## config.mk

```make
export PLATFORM = sky130hd
export DESIGN_NAME = compare_cascade
export DESIGN_NICKNAME = d
export VERILOG_FILES = /design/src/rtl/compare_cascade.sv
export SDC_FILE = /design/constraint.sdc
export NUM_CORES = 1
export LEC_CHECK = 0
export CAP_MARGIN = 20
export CORE_MARGIN = 1
export CORE_UTILIZATION = 45
export DETAILED_ROUTE_END_ITERATION = 8
export GPL_ROUTABILITY_DRIVEN = 1
export PLACE_DENSITY = 0.82
export SYNTH_ARGS = -nofsm -noshare
export SYNTH_HDL_FRONTEND = slang
export SYNTH_SLANG_ARGS = --single-unit
```

## constraint.sdc

```tcl
create_clock -name clk -period 2.6 [get_ports clk]
set_clock_uncertainty 0.2 [all_clocks]
set_input_delay 0.78 -clock clk [delete_from_list [all_inputs] [get_ports clk]]
set_output_delay 0.78 -clock clk [all_outputs]
set_load 0.005 [all_outputs]
```

## src/rtl/compare_cascade.sv

```systemverilog
// compare_cascade: folds an MSB-first stream of per-digit G/E/L flags into a
// single word-level A>B / A==B / A<B result. The first legal non-equal digit
// decides the word, malformed digits and overlong words raise a sticky error,
// and each result is held until the consumer accepts it.
module compare_cascade #(
  parameter int MAX_DIGITS = 8,
  localparam int CW = $clog2(MAX_DIGITS + 1)
) (
  input  logic          clk,
  input  logic          rst_n,
  input  logic          in_valid,
  output logic          in_ready,
  input  logic          in_g,
  input  logic          in_e,
  input  logic          in_l,
  input  logic          in_last,
  output logic          out_valid,
  input  logic          out_ready,
  output logic          res_g,
  output logic          res_e,
  output logic          res_l,
  output logic [CW-1:0] res_digits,
  output logic          res_err
);

  typedef enum logic {
    ACC  = 1'b0,
    HOLD = 1'b1
  } state_t;

  // Word decision: nothing decided yet, A>B, or A<B.
  typedef enum logic [1:0] {
    DEC_NONE = 2'b00,
    DEC_G    = 2'b01,
    DEC_L    = 2'b10
  } dec_t;

  localparam logic [CW-1:0] CNT_MAX  = CW'(MAX_DIGITS);
  localparam logic [CW-1:0] CNT_ZERO = {CW{1'b0}};
  localparam logic [CW-1:0] CNT_ONE  = {{(CW-1){1'b0}}, 1'b1};

  // A digit is legal only when exactly one of its three flags is set.
  function automatic logic is_onehot3(input logic [2:0] flags);
    is_onehot3 = (flags == 3'b100) || (flags == 3'b010) || (flags == 3'b001);
  endfunction

  state_t        state_r, state_nxt_s;
  dec_t          dec_r, dec_nxt_s;
  logic [CW-1:0] cnt_r, cnt_nxt_s;
  logic          err_r, err_nxt_s;
  logic          res_g_r, res_e_r, res_l_r, res_err_r;
  logic [CW-1:0] res_digits_r;
  logic          res_g_nxt_s, res_e_nxt_s, res_l_nxt_s, res_err_nxt_s;
  logic [CW-1:0] res_digits_nxt_s;
  logic          legal_s, full_s;
  dec_t          dig_dec_s;
  logic [CW-1:0] dig_cnt_s;
  logic          dig_err_s;

  // Per-digit view: what the accumulators become if the presented digit is taken.
  always_comb begin
    legal_s   = is_onehot3({in_g, in_e, in_l});
    full_s    = (cnt_r == CNT_MAX);
    dig_dec_s = dec_r;
    dig_cnt_s = cnt_r;
    dig_err_s = err_r | ~legal_s | full_s;
    if (full_s) begin
      dig_cnt_s = cnt_r;
    end else begin
      dig_cnt_s = cnt_r + CNT_ONE;
    end
    if ((dec_r == DEC_NONE) && legal_s && !full_s && !in_e) begin
      dig_dec_s = in_g ? DEC_G : DEC_L;
    end else begin
      dig_dec_s = dec_r;
    end
  end

  // Next-state and next-result logic for the ACC/HOLD controller.
  always_comb begin
    state_nxt_s      = state_r;
    dec_nxt_s        = dec_r;
    cnt_nxt_s        = cnt_r;
    err_nxt_s        = err_r;
    res_g_nxt_s      = res_g_r;
    res_e_nxt_s      = res_e_r;
    res_l_nxt_s      = res_l_r;
    res_digits_nxt_s = res_digits_r;
    res_err_nxt_s    = res_err_r;
    case (state_r)
      ACC: begin
        if (in_valid) begin
          dec_nxt_s = dig_dec_s;
          cnt_nxt_s = dig_cnt_s;
          err_nxt_s = dig_err_s;
          if (in_last) begin
            state_nxt_s      = HOLD;
            res_g_nxt_s      = (dig_dec_s == DEC_G);
            res_l_nxt_s      = (dig_dec_s == DEC_L);
            res_e_nxt_s      = (dig_dec_s == DEC_NONE);
            res_digits_nxt_s = dig_cnt_s;
            res_err_nxt_s    = dig_err_s;
          end else begin
            state_nxt_s = ACC;
          end
        end else begin
          state_nxt_s = ACC;
        end
      end
      HOLD: begin
        if (out_ready) begin
          state_nxt_s      = ACC;
          dec_nxt_s        = DEC_NONE;
          cnt_nxt_s        = CNT_ZERO;
          err_nxt_s        = 1'b0;
          res_g_nxt_s      = 1'b0;
          res_e_nxt_s      = 1'b0;
          res_l_nxt_s      = 1'b0;
          res_digits_nxt_s = CNT_ZERO;
          res_err_nxt_s    = 1'b0;
        end else begin
          state_nxt_s = HOLD;
        end
      end
      default: begin
        state_nxt_s      = ACC;
        dec_nxt_s        = DEC_NONE;
        cnt_nxt_s        = CNT_ZERO;
        err_nxt_s        = 1'b0;
        res_g_nxt_s      = 1'b0;
        res_e_nxt_s      = 1'b0;
        res_l_nxt_s      = 1'b0;
        res_digits_nxt_s = CNT_ZERO;
        res_err_nxt_s    = 1'b0;
      end
    endcase
  end

  // State, accumulator and result registers; reset discards any word in flight.
  always_ff @(posedge clk or negedge rst_n) begin
    if (!rst_n) begin
      state_r      <= ACC;
      dec_r        <= DEC_NONE;
      cnt_r        <= CNT_ZERO;
      err_r        <= 1'b0;
      res_g_r      <= 1'b0;
      res_e_r      <= 1'b0;
      res_l_r      <= 1'b0;
      res_digits_r <= CNT_ZERO;
      res_err_r    <= 1'b0;
    end else begin
      state_r      <= state_nxt_s;
      dec_r        <= dec_nxt_s;
      cnt_r        <= cnt_nxt_s;
      err_r        <= err_nxt_s;
      res_g_r      <= res_g_nxt_s;
      res_e_r      <= res_e_nxt_s;
      res_l_r      <= res_l_nxt_s;
      res_digits_r <= res_digits_nxt_s;
      res_err_r    <= res_err_nxt_s;
    end
  end

  // Handshake flags come straight from the state register, so there is no
  // combinational path from out_ready to in_ready.
  always_comb begin
    in_ready   = (state_r == ACC);
    out_valid  = (state_r == HOLD);
    res_g      = res_g_r;
    res_e      = res_e_r;
    res_l      = res_l_r;
    res_digits = res_digits_r;
    res_err    = res_err_r;
  end

endmodule

```

After elaboration in Yosys (flattened, before gate mapping)
Index checks and enable logic that the tools add are counted.

storage, ports and cells
  bits in registers = 16
  bits in latches = 0
  memory bits (writable) = 0
  ROM bits = 0
  input bits = 8
  output and inout port bits = 10
  memories kept = 0

cells by class
  $add $sub $neg = 1
  multipliers = 0
  divide/modulo/power cells = 0
  magnitude comparators = 0
  equal/unequal tests = 9
  shift operators = 0
  mux-type cells = 31
  bitwise operators = 4
  reductions and logical operators = 11

operators by type and width
  kind                                                                      number
  4-bit 2-to-1 mux                                                          5
  4-bit case mux with 2 select lines                                        2
  1-bit 2-to-1 mux                                                          13
  1-bit case mux with 2 select lines                                        6
  2-bit 2-to-1 mux                                                          4
  4-bit by 1-bit adder with 4-bit output (second input constant)            1
  4-bit == test (second input constant)                                     1
  2-bit logical NOT                                                         2
  2-bit inequality test (second input constant)                             2
  2-bit case mux with 2 select lines                                        1
  3-bit by 1-bit == test with 1-bit output (second input constant)          1
  3-bit by 2-bit == test with 1-bit output (second input constant)          1
  3-bit == test (second input constant)                                     1
  1-bit logical AND                                                         3
  3-bit AND reduction                                                       1
  2-bit by 1-bit == test with 1-bit output (second input constant)          1
  2-bit == test (second input constant)                                     1
  1-bit logical NOT                                                         2
  1-bit logical OR                                                          2
  2-bit by 1-bit inequality test with 1-bit output (second input constant)  1
  1-bit inverter                                                            2
  1-bit OR                                                                  2
  2-bit AND reduction                                                       1

Depth between registers and ports, before layout
  depth after elaboration = 11
  gate-level depth with buffers = 6

Least setup slack after synthesis
OpenSTA, ideal clock, no wires.

  path type = input to register
  from = in in_g
  to = reg res_err_r (netlist: res_err)
  library setup time = 0.126 ns
  arrival = 1.594 ns
  required time = 2.274 ns
  path slack = 0.681 ns
  stages = 4
  buffers on the path = 1
  path through = clkbuf_1 or3b_1 a211oi_1 o2bb2ai_1

between the ends
  longest elaborated chain between the ends = 9
  elaborated cells on any way between the ends = 11
  those cells by class = eq/ne (3); mux (3); bitwise (3); reduce/logical (2)

RTL lines
  what                                                                       RTL line  source
  start: declaration                                                         13        input logic in_g,
  3-bit == test or 3-bit by 2-bit == test with 1-bit output (tied branches)  44        is_onehot3 = (flags == 3'b100) || (flags == 3'b010) || (flags == 3'b001);
  1-bit logical OR                                                           44
  1-bit logical OR (*)                                                       44
  1-bit inverter (*)                                                         66        dig_err_s = err_r | ~legal_s | full_s;
  1-bit OR (*) (2 in series)                                                 66
  1-bit 2-to-1 mux (*)                                                       96        if (in_last) begin
  1-bit 2-to-1 mux (*)                                                       92        if (in_valid) begin
  1-bit case mux with 2 select lines (*)                                     90        case (state_r)
  end signal: assignment                                                     160       res_err_r <= res_err_nxt_s;
  end: declaration                                                           51        logic res_g_r, res_e_r, res_l_r, res_err_r;

Every way passes the cells marked *; elsewhere a longest branch is shown, timed or not. The select of a mux whose other input is x is not followed.
A chain may end at the register's enable or synchronous reset.

Final worst setup path
  from = reg state_r (netlist: out_valid)
  to = out in_ready

between the ends
  longest elaborated chain between the ends = 1

RTL lines
  what                      RTL line  source
  start: declaration        47        state_t state_r, state_nxt_s;
  start signal: assignment  152       state_r <= state_nxt_s;
  1-bit inverter            --
  end: declaration          12        output logic in_ready,

No other way between the ends.

==> results.tsv <==
stage	metric	value	unit
outcome	outcome	finished, final reports clean	
clock_tree	clockBufferDepth	2	
synthesis	synth-edff-count	0	
timing	maxSlewHeadroom	75.9	%
power_and_ir_drop	irDropWorstVdd	0.412	mV
place	dp.cells	130	
floorplanning	fp.dieW	46.7	µm
floorplanning	dieHeight	46.7	µm
global_route	globalRouteTotalUtil	18.7	%
cells_and_area	final_common_cell	clkdlybuf4s50_1	
setup_path	crit_type	flop to primary output	
global_route	antenna_found_initial	0	
setup_path	crit_arrival	1420	ps
synthesis	syn_inst	89	
floorplanning	die_area	2180	µm²
detailed_routing	first_iter_violations	20	
detailed_routing	firstDrtPassIters	4	
global_route	grt_overflow	0	
detailed_routing	avgRoutedWirePerCell	13.5	µm
detailed_routing	wl	1.80	mm
floorplanning	core	1800	µm²
timing	finalSetupTns	0	ps
setup_path	critPathMaxFanout	8	
synthesis	synth_cell_types	40	
timing	clock.fmax	416	MHz
clock_tree	root_buffer	clkbuf_4	
detailed_routing	drc	0	
clock_tree	cts_hold_buf	0	
clock_tree	cts_setup_buffers	0	
clock_tree	cts_tree	built	
timing	tightestPinTransition	359	ps
timing	finalHoldViolations	0	
global_route	grt_pass1_vias	652	
place	place.gp.congestion	0.755	
clock_tree	cts_made_buffers	3	
synthesis	async_flop_share	100	%
detailed_routing	final_antenna_net_count	0	
synthesis	syn_nets	99	
floorplanning	ios	18	
cells_and_area	area_growth	26.8	%
floorplanning	initial_core_util	50.0	%
global_route	grt_max_degree	17	
timing	worst_hold_slack	292	ps
clock_tree	path_clk_slew	90	ps
setup_path	cp-start-kind	flop	
synthesis	synth_ff_type	dfrtp_1	
cells_and_area	fin_area	1140	µm²
cells_and_area	fin_nets	120	
setup_path	crit_required	1620	ps
detailed_routing	num_vias	757	
setup_path	end_kind	primary output	
detailed_routing	via_per_inst	5.65	
cells_and_area	stdcell_count	134	
synthesis	yosysWarnings	0	
timing	min_period	2400	ps
place	port_buffers	17	
global_route	grt_first_pass_wirelength	2.84	mm
synthesis	synthesis.area	901	µm²
clock_tree	htree_levels	1	
timing	period_share	92.4	%
floorplanning	num_rows	15	
clock_tree	cts.sinks	16	
cells_and_area	drive_above_1_share	11.0	%
cells_and_area	antennaDiodeCount	0	
clock_tree	clock_latency	280	ps
synthesis	ys_seq_area_share	44.4	%
synthesis	synth.avg_cell_area	10.1	µm²
place	dp_hpwl	1.33	mm
worst_hold_path	min_path_type	flop to flop	
timing	finalMaxSlewViolations	0	
place	placed_area	1110	µm²
power_and_ir_drop	power.total	0.893	mW
clock_tree	cts_resized	0	
run	drv_cap	0	
power_and_ir_drop	powerDensity	782	nW/µm²
timing	rsz0062_at_grt	false	
cells_and_area	mostFrequentLayoutCells	clkdlybuf4s50_1 (17), dfrtp_1 (16), inv_1 (5), o21ai_0 (5)	
power_and_ir_drop	p_leak	0.499	nW
synthesis	ys_ff_latch	16	
timing	setup_viol	0	
Yosys cell counts, drive strengths merged (2+ instances only):
cell,number,share of area (%)
a21boi,2,2.1
a21o,2,1.7
a21oi,4,2.2
a22o,3,2.9
a31o,2,1.9
buf,2,1.7
clkbuf,3,1.2
dfrtp,16,44
ha,2,2.8
inv,5,2.1
mux2i,2,2.2
nand2,4,1.7
nand3b,3,2.9
nand4,2,1.4
nor2,4,1.7
o21ai,5,2.8
o22ai,2,1.4
o2bb2ai,4,3.9
xnor2,2,1.9
xor2,3,2.9
metrics by stage:
stage	worst slack, ps	util, %
2_1_floorplan	681	-
3_3_place_gp	248	61.4
3_5_place_dp	226	61.4
4_1_cts	186	63.4
5_1_grt	120	63.4
6_report	199	63.4
sequential cells by signal, summed over array words and instances (netlist names):
name        flops
dec_r           2
res_digits      4
res_l           1
res_g           1
cnt_r           4
out_valid       1
res_e           1
res_err         1
err_r           1
layout make-up:
class / instances / area [µm²]
fill: 168 / 659
inverter: 5 / 18.8
tap: 25 / 31.3
sequential: 16 / 400
timing repair buffer: 21 / 200
multi-input combinational: 63 / 455
clock buffer: 4 / 36.3
worst paths after layout:
check                      cells after the start  slack (ps)                        end                      start
max                                            2         200                   in_ready        out_valid$_DFF_PN0_
max reg2reg                                    5         750          res_e$_DFFE_PN0P_       cnt_r[0]$_DFFE_PN0P_
min in group asynchronous                      2         600  res_digits[1]$_DFFE_PN0P_                      rst_n
min                                            1         290  res_digits[0]$_DFFE_PN0P_  res_digits[0]$_DFFE_PN0P_
max in group asynchronous                      2        1420        out_valid$_DFF_PN0_                      rst_n
min reg2reg                                    1         290  res_digits[0]$_DFFE_PN0P_  res_digits[0]$_DFFE_PN0P_
report_power, final:
group	internal (mW)	switching [mW]	total [mW]
logic	0.196	0.138	0.335
clock network	0.0852	0.0772	0.162
registers	0.323	0.0732	0.396
per-layer routing:
layer	wire (µm)	share of wire [%]	global-route usage (%)
met1	816	45	25.8
met2	856	47	28.6
met3	120	6.7	3.46
met4	10	0.55	8.57
met5	0	0	0
logic make-up after synthesis:
logic type	share of synthesized area (%)
muxes	2.22
xor gates and xnor gates	4.86
adders and majority gates	2.78
and+or+nand+nor	15.4
buffers and inverters	5.00
DFF	44.4
AOI/OAI and AO/OA	25.3
critical path: stages (launching register included):
cell and delay (ps):
dfrtp_1 460, inv_1 160, clkdlybuf4s50_1 520
No activity file was read; power rests on OpenSTA's default activity.
